[src/rtl/writeback_unit.sv]
// writeback_unit
//   Buffers completed instructions in a small FIFO and drains them, one per
//   cycle, into the register file or the CPSR. It also offers a combinational
//   forwarding lookup over the pending register writes.
//
// Handshakes:
//   Upstream: an instruction is accepted on a rising clk edge where in_valid
//   and in_ready are both high. in_ready depends only on occupancy, never on
//   this cycle's pop. Downstream: the head entry is retired on a rising clk
//   edge where the queue is non-empty and rf_ready is high. While rf_ready is
//   low, the head and its outputs stay stable.
//
// Ports:
//   clk, reset                  clock, asynchronous active-high reset
//   in_valid / in_ready         upstream handshake
//   is_alu_op/is_cmp_op/is_ld_op  one-hot op class (none = bubble, >1 = illegal)
//   rd_num_in, result, cpsr_in, dmem_val  instruction payload
//   rf_ready                    register file accepts a write this cycle
//   rd_write_en/rd_num/rd_val   register write port (head entry)
//   cpsr_write_en/cpsr_out      CPSR write port (head entry)
//   fwd_num/fwd_hit/fwd_val     forwarding query over pending REG writes
//   err_illegal                 sticky illegal-encoding flag
//   retire_count                retired writebacks, wraps modulo 2^CNT_W
module writeback_unit #(
  parameter int DATA_W     = 32,
  parameter int REG_ADDR_W = 4,
  parameter int DEPTH      = 4,
  parameter int CNT_W      = 16
) (
  input  logic                  clk,
  input  logic                  reset,
  input  logic                  in_valid,
  output logic                  in_ready,
  input  logic                  is_alu_op,
  input  logic                  is_cmp_op,
  input  logic                  is_ld_op,
  input  logic [REG_ADDR_W-1:0] rd_num_in,
  input  logic [DATA_W-1:0]     result,
  input  logic [DATA_W-1:0]     cpsr_in,
  input  logic [DATA_W-1:0]     dmem_val,
  input  logic                  rf_ready,
  output logic                  rd_write_en,
  output logic [REG_ADDR_W-1:0] rd_num,
  output logic [DATA_W-1:0]     rd_val,
  output logic                  cpsr_write_en,
  output logic [DATA_W-1:0]     cpsr_out,
  input  logic [REG_ADDR_W-1:0] fwd_num,
  output logic                  fwd_hit,
  output logic [DATA_W-1:0]     fwd_val,
  output logic                  err_illegal,
  output logic [CNT_W-1:0]      retire_count
);

  localparam int PTR_W = $clog2(DEPTH);
  localparam int CW    = PTR_W + 1;

  localparam logic KIND_REG  = 1'b0;
  localparam logic KIND_CPSR = 1'b1;

  // Queue storage. Entries are only observed while occupied, so no reset.
  logic                  kind_mem [DEPTH];
  logic [REG_ADDR_W-1:0] num_mem  [DEPTH];
  logic [DATA_W-1:0]     val_mem  [DEPTH];

  logic [PTR_W-1:0] wr_ptr;
  logic [PTR_W-1:0] rd_ptr;
  logic [CW-1:0]    count;

  // Last values driven while non-empty; shown again once the queue drains.
  logic [REG_ADDR_W-1:0] last_rd_num;
  logic [DATA_W-1:0]     last_rd_val;
  logic [DATA_W-1:0]     last_cpsr;

  logic [1:0]        n_ops;
  logic              accept;
  logic              push;
  logic              pop;
  logic              illegal;
  logic              not_empty;
  logic              push_kind;
  logic [DATA_W-1:0] push_val;
  logic              head_kind;

  assign n_ops     = {1'b0, is_alu_op} + {1'b0, is_cmp_op} + {1'b0, is_ld_op};
  assign not_empty = (count != '0);
  assign in_ready  = ~reset & (count < CW'(DEPTH));
  assign accept    = in_valid & in_ready;
  assign push      = accept & (n_ops == 2'd1);
  assign illegal   = accept & n_ops[1];
  assign pop       = not_empty & rf_ready;
  assign head_kind = kind_mem[rd_ptr];

  // Payload select; only meaningful when exactly one op bit is set.
  always_comb begin
    push_kind = KIND_REG;
    push_val  = result;
    if (is_ld_op) begin
      push_val = dmem_val;
    end
    if (is_cmp_op) begin
      push_kind = KIND_CPSR;
      push_val  = cpsr_in;
    end
  end

  always_ff @(posedge clk) begin
    if (push) begin
      kind_mem[wr_ptr] <= push_kind;
      num_mem[wr_ptr]  <= rd_num_in;
      val_mem[wr_ptr]  <= push_val;
    end
  end

  always_ff @(posedge clk or posedge reset) begin
    if (reset) begin
      wr_ptr       <= '0;
      rd_ptr       <= '0;
      count        <= '0;
      err_illegal  <= 1'b0;
      retire_count <= '0;
      last_rd_num  <= '0;
      last_rd_val  <= '0;
      last_cpsr    <= '0;
    end else begin
      if (push) begin
        wr_ptr <= wr_ptr + 1'b1;
      end
      if (pop) begin
        rd_ptr       <= rd_ptr + 1'b1;
        retire_count <= retire_count + 1'b1;
      end
      case ({push, pop})
        2'b10:   count <= count + 1'b1;
        2'b01:   count <= count - 1'b1;
        default: count <= count;
      endcase
      if (illegal) begin
        err_illegal <= 1'b1;
      end
      if (not_empty) begin
        last_rd_num <= num_mem[rd_ptr];
        last_rd_val <= val_mem[rd_ptr];
        if (head_kind == KIND_CPSR) begin
          last_cpsr <= val_mem[rd_ptr];
        end
      end
    end
  end

  assign rd_write_en   = not_empty & (head_kind == KIND_REG);
  assign cpsr_write_en = not_empty & (head_kind == KIND_CPSR);
  assign rd_num        = not_empty ? num_mem[rd_ptr] : last_rd_num;
  assign rd_val        = not_empty ? val_mem[rd_ptr] : last_rd_val;
  assign cpsr_out      = cpsr_write_en ? val_mem[rd_ptr] : last_cpsr;

  // Scan oldest to youngest so the youngest matching REG entry wins. The
  // instruction being accepted this cycle is not yet in the queue.
  always_comb begin
    logic [PTR_W-1:0] idx;
    fwd_hit = 1'b0;
    fwd_val = '0;
    idx     = '0;
    for (int i = 0; i < DEPTH; i++) begin
      idx = rd_ptr + PTR_W'(i);
      if ((CW'(i) < count) && (kind_mem[idx] == KIND_REG) &&
          (num_mem[idx] == fwd_num)) begin
        fwd_hit = 1'b1;
        fwd_val = val_mem[idx];
      end
    end
  end

endmodule
[config.mk]
export PLATFORM = sky130hd
export DESIGN_NAME = writeback_unit
export DESIGN_NICKNAME = d
export VERILOG_FILES = /design/src/rtl/writeback_unit.sv
export SDC_FILE = /design/constraint.sdc
export NUM_CORES = 1
export LEC_CHECK = 0
export CELL_PAD_IN_SITES_DETAIL_PLACEMENT = 1
export CELL_PAD_IN_SITES_GLOBAL_PLACEMENT = 2
export CORE_MARGIN = 8
export CORE_UTILIZATION = 37
export DETAILED_ROUTE_END_ITERATION = 12
export GPL_ROUTABILITY_DRIVEN = 0
export PLACE_DENSITY = 0.95
export SLEW_MARGIN = 20
export SYNTH_ARGS = -nofsm -noshare
export SYNTH_HDL_FRONTEND = slang
export SYNTH_SLANG_ARGS = --single-unit
[constraint.sdc]
create_clock -name clk -period 4.9 [get_ports clk]
set_input_delay 0.98 -clock clk [delete_from_list [all_inputs] [get_ports clk]]
set_output_delay 0.98 -clock clk [all_outputs]
set_load 0.05 [all_outputs]
# After elaboration in Yosys (flattened, before gate mapping)

Memory sizes are Yosys's and may differ from the RTL's.
Index checks and enable logic that the tools add are counted.

Reduce and logical (&&, ||, !) cells: 11
Magnitude comparators: 5
Add/subtract/negate cells: 9
Multiply operators: 0
Equal/unequal tests: 7
Bitwise logic cells: 12
Divide/modulo/power cells: 0
Muxes and demuxes: 17
Shift-type cells: 0

Operator list:

| operator              | count |
|---|---|
| $mux 32               | 8 |
| $add 16x1->16 const B | 1 |
| $eq 4x4->1            | 4 |
| $logic_and 1x1->1     | 8 |
| $and 1x1->1           | 7 |
| $mux 1                | 7 |
| $lt 1x3->1 const A    | 2 |
| $lt 2x3->1 const A    | 2 |
| $pmux 3 s2            | 1 |
| $not 1->1             | 5 |
| $add 2x1->2 const B   | 2 |
| $add 2x2->2 const B   | 2 |
| $eq 2x1->1 const B    | 2 |
| $mux 4                | 1 |
| $add 3x1->3 const B   | 1 |
| $lt 3x3->1 const B    | 1 |
| $reduce_bool 3->1     | 1 |
| $sub 3x1->3 const B   | 1 |
| $add 1x1->2           | 1 |
| $add 2x1->2           | 1 |
| $eq 2x2->1 const B    | 1 |
| $reduce_and 2->1      | 1 |
| $reduce_bool 2->1     | 1 |

Memory bits (read-only): 0
Input bits: 111
Output and inout bits: 121
Flip-flop bits (word level): 92
Memories kept: 3
Logic and storage cells: 72
Latch bits: 0
Bits in writable memories: 148

Memories:

| name     | depth | bits a word | rd ports | clocked after Yosys merged registers in | write ports | line | text |
|---|---|---|---|---|---|---|---|
| val_mem  | 4     | 32          | 4        | 0                                       | 1           | 63   | `logic [DATA_W-1:0] val_mem [DEPTH];` |
| num_mem  | 4     | 4           | 4        | 0                                       | 1           | 62   | `logic [REG_ADDR_W-1:0] num_mem [DEPTH];` |
| kind_mem | 4     | 1           | 4        | 0                                       | 1           | 61   | `logic kind_mem [DEPTH];` |

# Logic depth before layout (Yosys ltp)

An unclocked memory read counts as a cell.

Depth in word-level cells: 8
Mapped depth: 11
Gate-level depth less buffers: 8

# Least setup slack after synthesis

OpenSTA, ideal clock, no wires.

Path kind: input to register
From: in is_ld_op
To: mem kind_mem[0], enable pin
Cell stages on the path: 6
Library setup time: 0.398 ns
Required time: 4.502 ns
Buffers on the path: 2
Arrival time: 3.718 ns
Path slack: 0.784 ns
Path through: clkbuf_1 clkbuf_1 inv_1 fa_1 nor3b_1 and2_1

Cells in the longest elaborated chain, start to end: 5

Ends and longest elaborated chain:

| element                      | line | text |
|---|---|---|
| start: declaration           | 36   | `input logic is_ld_op,` |
| $add 2x1->2                  | 84   | `assign n_ops = {1'b0, is_alu_op} + {1'b0, is_cmp_op} + {1'b0, is_ld_op};` |
| $eq 2x1->1                   | 88   | `assign push = accept & (n_ops == 2'd1);` |
| $and 1x1->1                  | 88   |  |
| $mux 1                       | 107  | `if (push) begin` |
| $mux 1 (not written as such) | 108  | `kind_mem[wr_ptr] <= push_kind;` |
| end: declaration             | 61   |  |

Every way passes these cells.

# Worst setup path in the final report

From: reg rd_ptr[0]
To: out fwd_val[18]

Cells in the longest elaborated chain, start to end: 8
Elaborated cells on any way between the ends: 26
Those cells by class: 3 x add/sub; 4 x eq/ne; 4 x mux; 4 x bitwise; 8 x reduce/logical; 3 x memory

Ends and longest elaborated chain:

| element                                                             | line | text |
|---|---|---|
| start: declaration                                                  | 66   | `logic [PTR_W-1:0] rd_ptr;` |
| start signal: assignment                                            | 129  | `rd_ptr <= rd_ptr + 1'b1;` |
| parallel branches: the longest is 7 deep, another holds $mem_v2 4x4 | n/a  |  |
| $mux 32 (*)                                                         | 165  | `if ((CW'(i) < count) && (kind_mem[idx] == KIND_REG) &&` |
| end: declaration                                                    | 49   | `output logic [DATA_W-1:0] fwd_val,` |

Every way passes the cells marked *.

==> flow_results.xml <==
<?xml version="1.0" encoding="UTF-8"?>
<metrics>
  <group name="hold_path">
    <metric name="worst_hold_path_type" unit="">flip-flop to flip-flop</metric>
    <metric name="hold_path.startpoint" unit="">last_rd_num[1]$_DFF_PP0_</metric>
  </group>
  <group name="synth">
    <metric name="synth_nets" unit="">1383</metric>
    <metric name="avgSynthCellArea" unit="sq um">10.6</metric>
    <metric name="synth-seq-cells" unit="">240</metric>
    <metric name="synth.lib_cells_used.distinct" unit="">42</metric>
    <metric name="number_of_instances_in_the_synthesized_netlist" unit="">1261</metric>
    <metric name="yosys_warnings" unit="">0</metric>
    <metric name="synth_area" unit="sq um">13400</metric>
    <metric name="fraction_of_the_yosys_area_taken_by_sequential_cells" unit="%">50.2</metric>
  </group>
  <group name="critical_path">
    <metric name="crit_path_start_kind" unit="">flip-flop</metric>
    <metric name="rr_worst_depth" unit="">5</metric>
    <metric name="timing.critical_path.slowest_stage_cell" unit="">sky130_fd_sc_hd__or3_2</metric>
    <metric name="crit-reg2reg-launch" unit="">count[2]$_DFFE_PP0P_</metric>
    <metric name="worstPathArrival" unit="ns">3.57</metric>
    <metric name="worst_setup_path_end_kind" unit="">output port</metric>
    <metric name="timing.critical_path.fanout_max" unit="">14</metric>
    <metric name="criticalPathCategory" unit="">flip-flop to output port</metric>
    <metric name="critical_path.endpoint" unit="">fwd_val[18]</metric>
    <metric name="crit_path_max_incr_delay" unit="ns">0.63</metric>
    <metric name="crit_path_start" unit="">rd_ptr[0]$_DFFE_PP0P_</metric>
    <metric name="crit_path_most_repeated_cell" unit="">sky130_fd_sc_hd__buf_4</metric>
    <metric name="timing.critical_path.required" unit="ns">3.92</metric>
    <metric name="critical_path.cell_chain" unit="">mux4_2 -&gt; xor2_1 -&gt; or3_2 -&gt; buf_4 -&gt; nor3_2 -&gt; mux2i_1 -&gt; o221ai_2 -&gt; buf_4</metric>
    <metric name="setup.reg_to_reg.worst_slack" unit="ns">2.10</metric>
    <metric name="timing.rr.end" unit="">val_mem[3][9]$_DFFE_PP_</metric>
  </group>
  <group name="detailed_routing">
    <metric name="detailedRoute.firstPassIterationCount" unit="">5</metric>
    <metric name="wl" unit="mm">41.6</metric>
    <metric name="vias" unit="">10300</metric>
    <metric name="route.detailed.wl_per_inst" unit="microns">21.5</metric>
    <metric name="ant_nets" unit="">0</metric>
    <metric name="vias_per_cell" unit="">5.33</metric>
    <metric name="drc" unit="">0</metric>
    <metric name="dr.first_iter.drc_count" unit="">453</metric>
  </group>
  <group name="timing">
    <metric name="setup_total_negative_slack" unit="ns">0</metric>
    <metric name="timing.final.crit_share" unit="%">92.9</metric>
    <metric name="worstMarginPinSlew" unit="ns">0.899</metric>
    <metric name="timing_hold_violations_final" unit="">0</metric>
    <metric name="max_freq" unit="GHz">0.220</metric>
    <metric name="setup_violations" unit="">0</metric>
    <metric name="slew_headroom" unit="%">40.1</metric>
    <metric name="grt_setup_unrepaired" unit="">no</metric>
    <metric name="skew" unit="ns">0.0162</metric>
    <metric name="timing.final.crit_period" unit="ns">4.55</metric>
    <metric name="slew_violations" unit="">0</metric>
  </group>
  <group name="power_and_ir_drop">
    <metric name="switching_share" unit="%">49.9</metric>
    <metric name="p_per_area" unit="nW/um^2">706</metric>
    <metric name="net_switching_power" unit="mW">6.05</metric>
    <metric name="cell_leakage_power" unit="nW">6.63</metric>
    <metric name="power_report.internal_total" unit="mW">6.07</metric>
    <metric name="share_seq_of_total_power" unit="%">23.1</metric>
    <metric name="vdd_drop_max" unit="uV">426</metric>
    <metric name="portion_of_total_power_attributed_to_the_clock_network" unit="%">17.7</metric>
    <metric name="combPwrFrac" unit="%">59.2</metric>
  </group>
  <group name="global_routing">
    <metric name="grt_antenna_before_repair" unit="">1</metric>
    <metric name="gr-usage-all-layers" unit="%">19.1</metric>
    <metric name="grt_overflow_total" unit="">0</metric>
    <metric name="largest_net_degree_at_the_start_of_global_routing" unit="">91</metric>
    <metric name="grt_pass1_wl" unit="mm">63.4</metric>
    <metric name="via_count_of_the_first_global_routing_pass" unit="">11200</metric>
  </group>
  <group name="clocking">
    <metric name="cts_root_buffer" unit="">sky130_fd_sc_hd__clkbuf_16</metric>
    <metric name="tritoncts" unit="">done</metric>
    <metric name="clock_tree.buffer_depth" unit="">3</metric>
    <metric name="clk_transition_reported_paths" unit="ns">0.06</metric>
    <metric name="cts_made_buffers" unit="">29</metric>
    <metric name="clock_sink_count" unit="">240</metric>
    <metric name="clock_tree.htree_level_count" unit="">1</metric>
    <metric name="clk-insertion-delay-late" unit="ns">0.54</metric>
  </group>
  <group name="floorplan">
    <metric name="core.rowCount" unit="">69</metric>
    <metric name="start_util" unit="%">37.7</metric>
    <metric name="fp.dieH" unit="microns">207</metric>
    <metric name="floorplan.die.width" unit="microns">207</metric>
    <metric name="die-area" unit="sq um">42600</metric>
    <metric name="core" unit="sq um">35700</metric>
    <metric name="top_level_ports" unit="">232</metric>
  </group>
  <group name="finish">
    <metric name="area_delta_synth_final" unit="%">27.9</metric>
    <metric name="layout.filler_cells" unit="">3870</metric>
    <metric name="finish.utilization" unit="%">48.1</metric>
    <metric name="final_nets" unit="">1578</metric>
    <metric name="post_route_cells_drive_above_1_share" unit="%">14.5</metric>
  </group>
  <group name="place">
    <metric name="buffer_ports.inserted" unit="">231</metric>
    <metric name="place_hpwl" unit="mm">30.0</metric>
  </group>
  <group name="flow_run">
    <metric name="drv.max_cap_violation_count" unit="">0</metric>
  </group>
  <group name="run_status">
    <metric name="run_status" unit="">finished clean</metric>
  </group>
</metrics>
## worst max-delay path: cells and delay by family, from the launching register on
family	cells	cell delay, ns
AOI/OAI and AO/OA	1	0.17
muxes	2	0.71
xor gates and xnor gates	1	0.16
and+or+nand+nor	2	0.83
buffers and inverters	2	0.55
DFF	1	0.61
## Yosys cell counts, drive strengths merged
cell	number	area, sq um
buf	48	292
mux2i	166	1660
xor2	16	140
and4	1	8.76
edfxtp	148	4440
nand3	38	195
fa	1	20.0
xnor2	22	193
ha	10	125
and2	5	31.3
nor3b	2	15.0
mux2	32	360
o211ai	32	240
nand2b	3	18.8
a21o	1	7.51
mux4	10	225
nand4	7	43.8
inv	12	45.0
or3	2	12.5
o21ai	133	666
nor2	7	26.3
and3	2	12.5
o221ai	32	468
nand2	344	1290
o21bai	1	7.51
dfrtp	92	2300
nor2b	1	6.26
or2	1	6.26
clkbuf	51	191
nor3	35	325
a21oi	2	10.0
o22ai	2	18.8
o32ai	2	17.5
## per-layer routing
metal	vias up	global-route usage, %	part of all wire [%]
li1	4908	-	-
met4	0	5.22	2.4
met1	5164	24.1	43
met2	216	34.1	50
met5	-	0	0
met3	53	2.57	4.3
## per-stage QoR
stage | cell area (sq um) | std cells | power (mW) | hold slack (ns) | setup WS [ns]
after floorplan | 13400 | 1261 | 7.72 | 0.529 | 0.784
after global placement | 16200 | 1885 | 9.86 | 0.448 | 0.469
after detailed placement | 16200 | 1885 | 10.0 | 0.457 | 0.366
after CTS | 17100 | 1938 | 12.2 | 0.471 | 0.0375
after global routing | 17200 | 1939 | 12.7 | 0.500 | 0.126
final | 17200 | 1940 | 12.1 | 0.470 | 0.347
## flip-flops by register name (all words and copies together) (netlist names)
| register | count |
|---|---|
| err_illegal | 1 |
| num_mem | 16 |
| last_cpsr | 32 |
| last_rd_val | 32 |
| last_rd_num | 4 |
| count | 3 |
| retire_count | 16 |
| wr_ptr | 2 |
| kind_mem | 4 |
| rd_ptr | 2 |
| val_mem | 128 |
## logic make-up (layout without fill, tap and decap cells)
family                     Yosys count  count (layout)  synth area share, %
xor gates and xnor gates            38              38                 2.48
AOI/OAI and AO/OA                  205             205                 10.7
muxes                              208             208                 16.7
and+or+nand+nor                    448             448                 14.8
DFF                                240             240                 50.2
buffers and inverters              111             328                 3.93
adders and majority gates           11              11                 1.08
other                                0               1                    0
## worst min path at each step
| stage | to | slack (ns) | depth (start not counted) |
|---|---|---|---|
| 5_1_grt | last_rd_num[0]$_DFF_PP0_ | 0.50 | 2 |
| 3_3_place_gp | last_rd_num[0]$_DFF_PP0_ | 0.45 | 2 |
| 4_1_cts | last_rd_num[0]$_DFF_PP0_ | 0.47 | 2 |
| 2_1_floorplan | count[1]$_DFFE_PP0P_ | 0.53 | 2 |
| 3_5_place_dp | last_rd_num[0]$_DFF_PP0_ | 0.46 | 2 |
| 6_report | last_rd_num[1]$_DFF_PP0_ | 0.47 | 2 |
## power groups by stage
stage          clock network [mW]  registers (mW)  logic (mW)
2_1_floorplan                   0            2.82        4.91
3_3_place_gp                    0            2.84        7.03
3_5_place_dp                    0            2.87        7.18
4_1_cts                      2.19            2.83        7.20
5_1_grt                      2.26            2.85        7.63
6_report                     2.15            2.80        7.18
## cells in the final DEF, fill, tap and decap left out, types with 10 or more instances in the layout
master,n
sky130_fd_sc_hd__buf_4,61
sky130_fd_sc_hd__o221ai_2,30
sky130_fd_sc_hd__mux4_2,10
sky130_fd_sc_hd__o21ai_1,55
sky130_fd_sc_hd__nand3_1,37
sky130_fd_sc_hd__o211ai_1,32
sky130_fd_sc_hd__edfxtp_1,148
sky130_fd_sc_hd__xor2_1,16
sky130_fd_sc_hd__ha_1,10
sky130_fd_sc_hd__nand2_1,343
sky130_fd_sc_hd__buf_12,12
sky130_fd_sc_hd__clkbuf_16,30
sky130_fd_sc_hd__nor3_2,30
sky130_fd_sc_hd__mux2_1,32
sky130_fd_sc_hd__mux2i_1,166
sky130_fd_sc_hd__xnor2_1,22
sky130_fd_sc_hd__o21ai_0,78
sky130_fd_sc_hd__dfrtp_1,90
sky130_fd_sc_hd__clkdlybuf4s50_1,183
## layout make-up
cell class | instances | area (sq um) | share of cell area (%)
inverters | 12 | 47.5 | 0.277
well taps | 461 | 577 | 3.36
clock buffers | 37 | 827 | 4.82
multi-input cells | 910 | 6200 | 36.1
repair buffers | 263 | 2610 | 15.2
diodes | 1 | 2.50 | 0.0146
flip-flops and latches | 240 | 6750 | 39.3
clock inverters | 16 | 153 | 0.889
## repair_timing
item                                    4_1_cts  5_1_grt
hold buffers                                  0        0
buffers inserted                              0        1
endpoints found under the setup margin        0        8
resized for setup                             0        4
(Power assumes the default switching activity.)
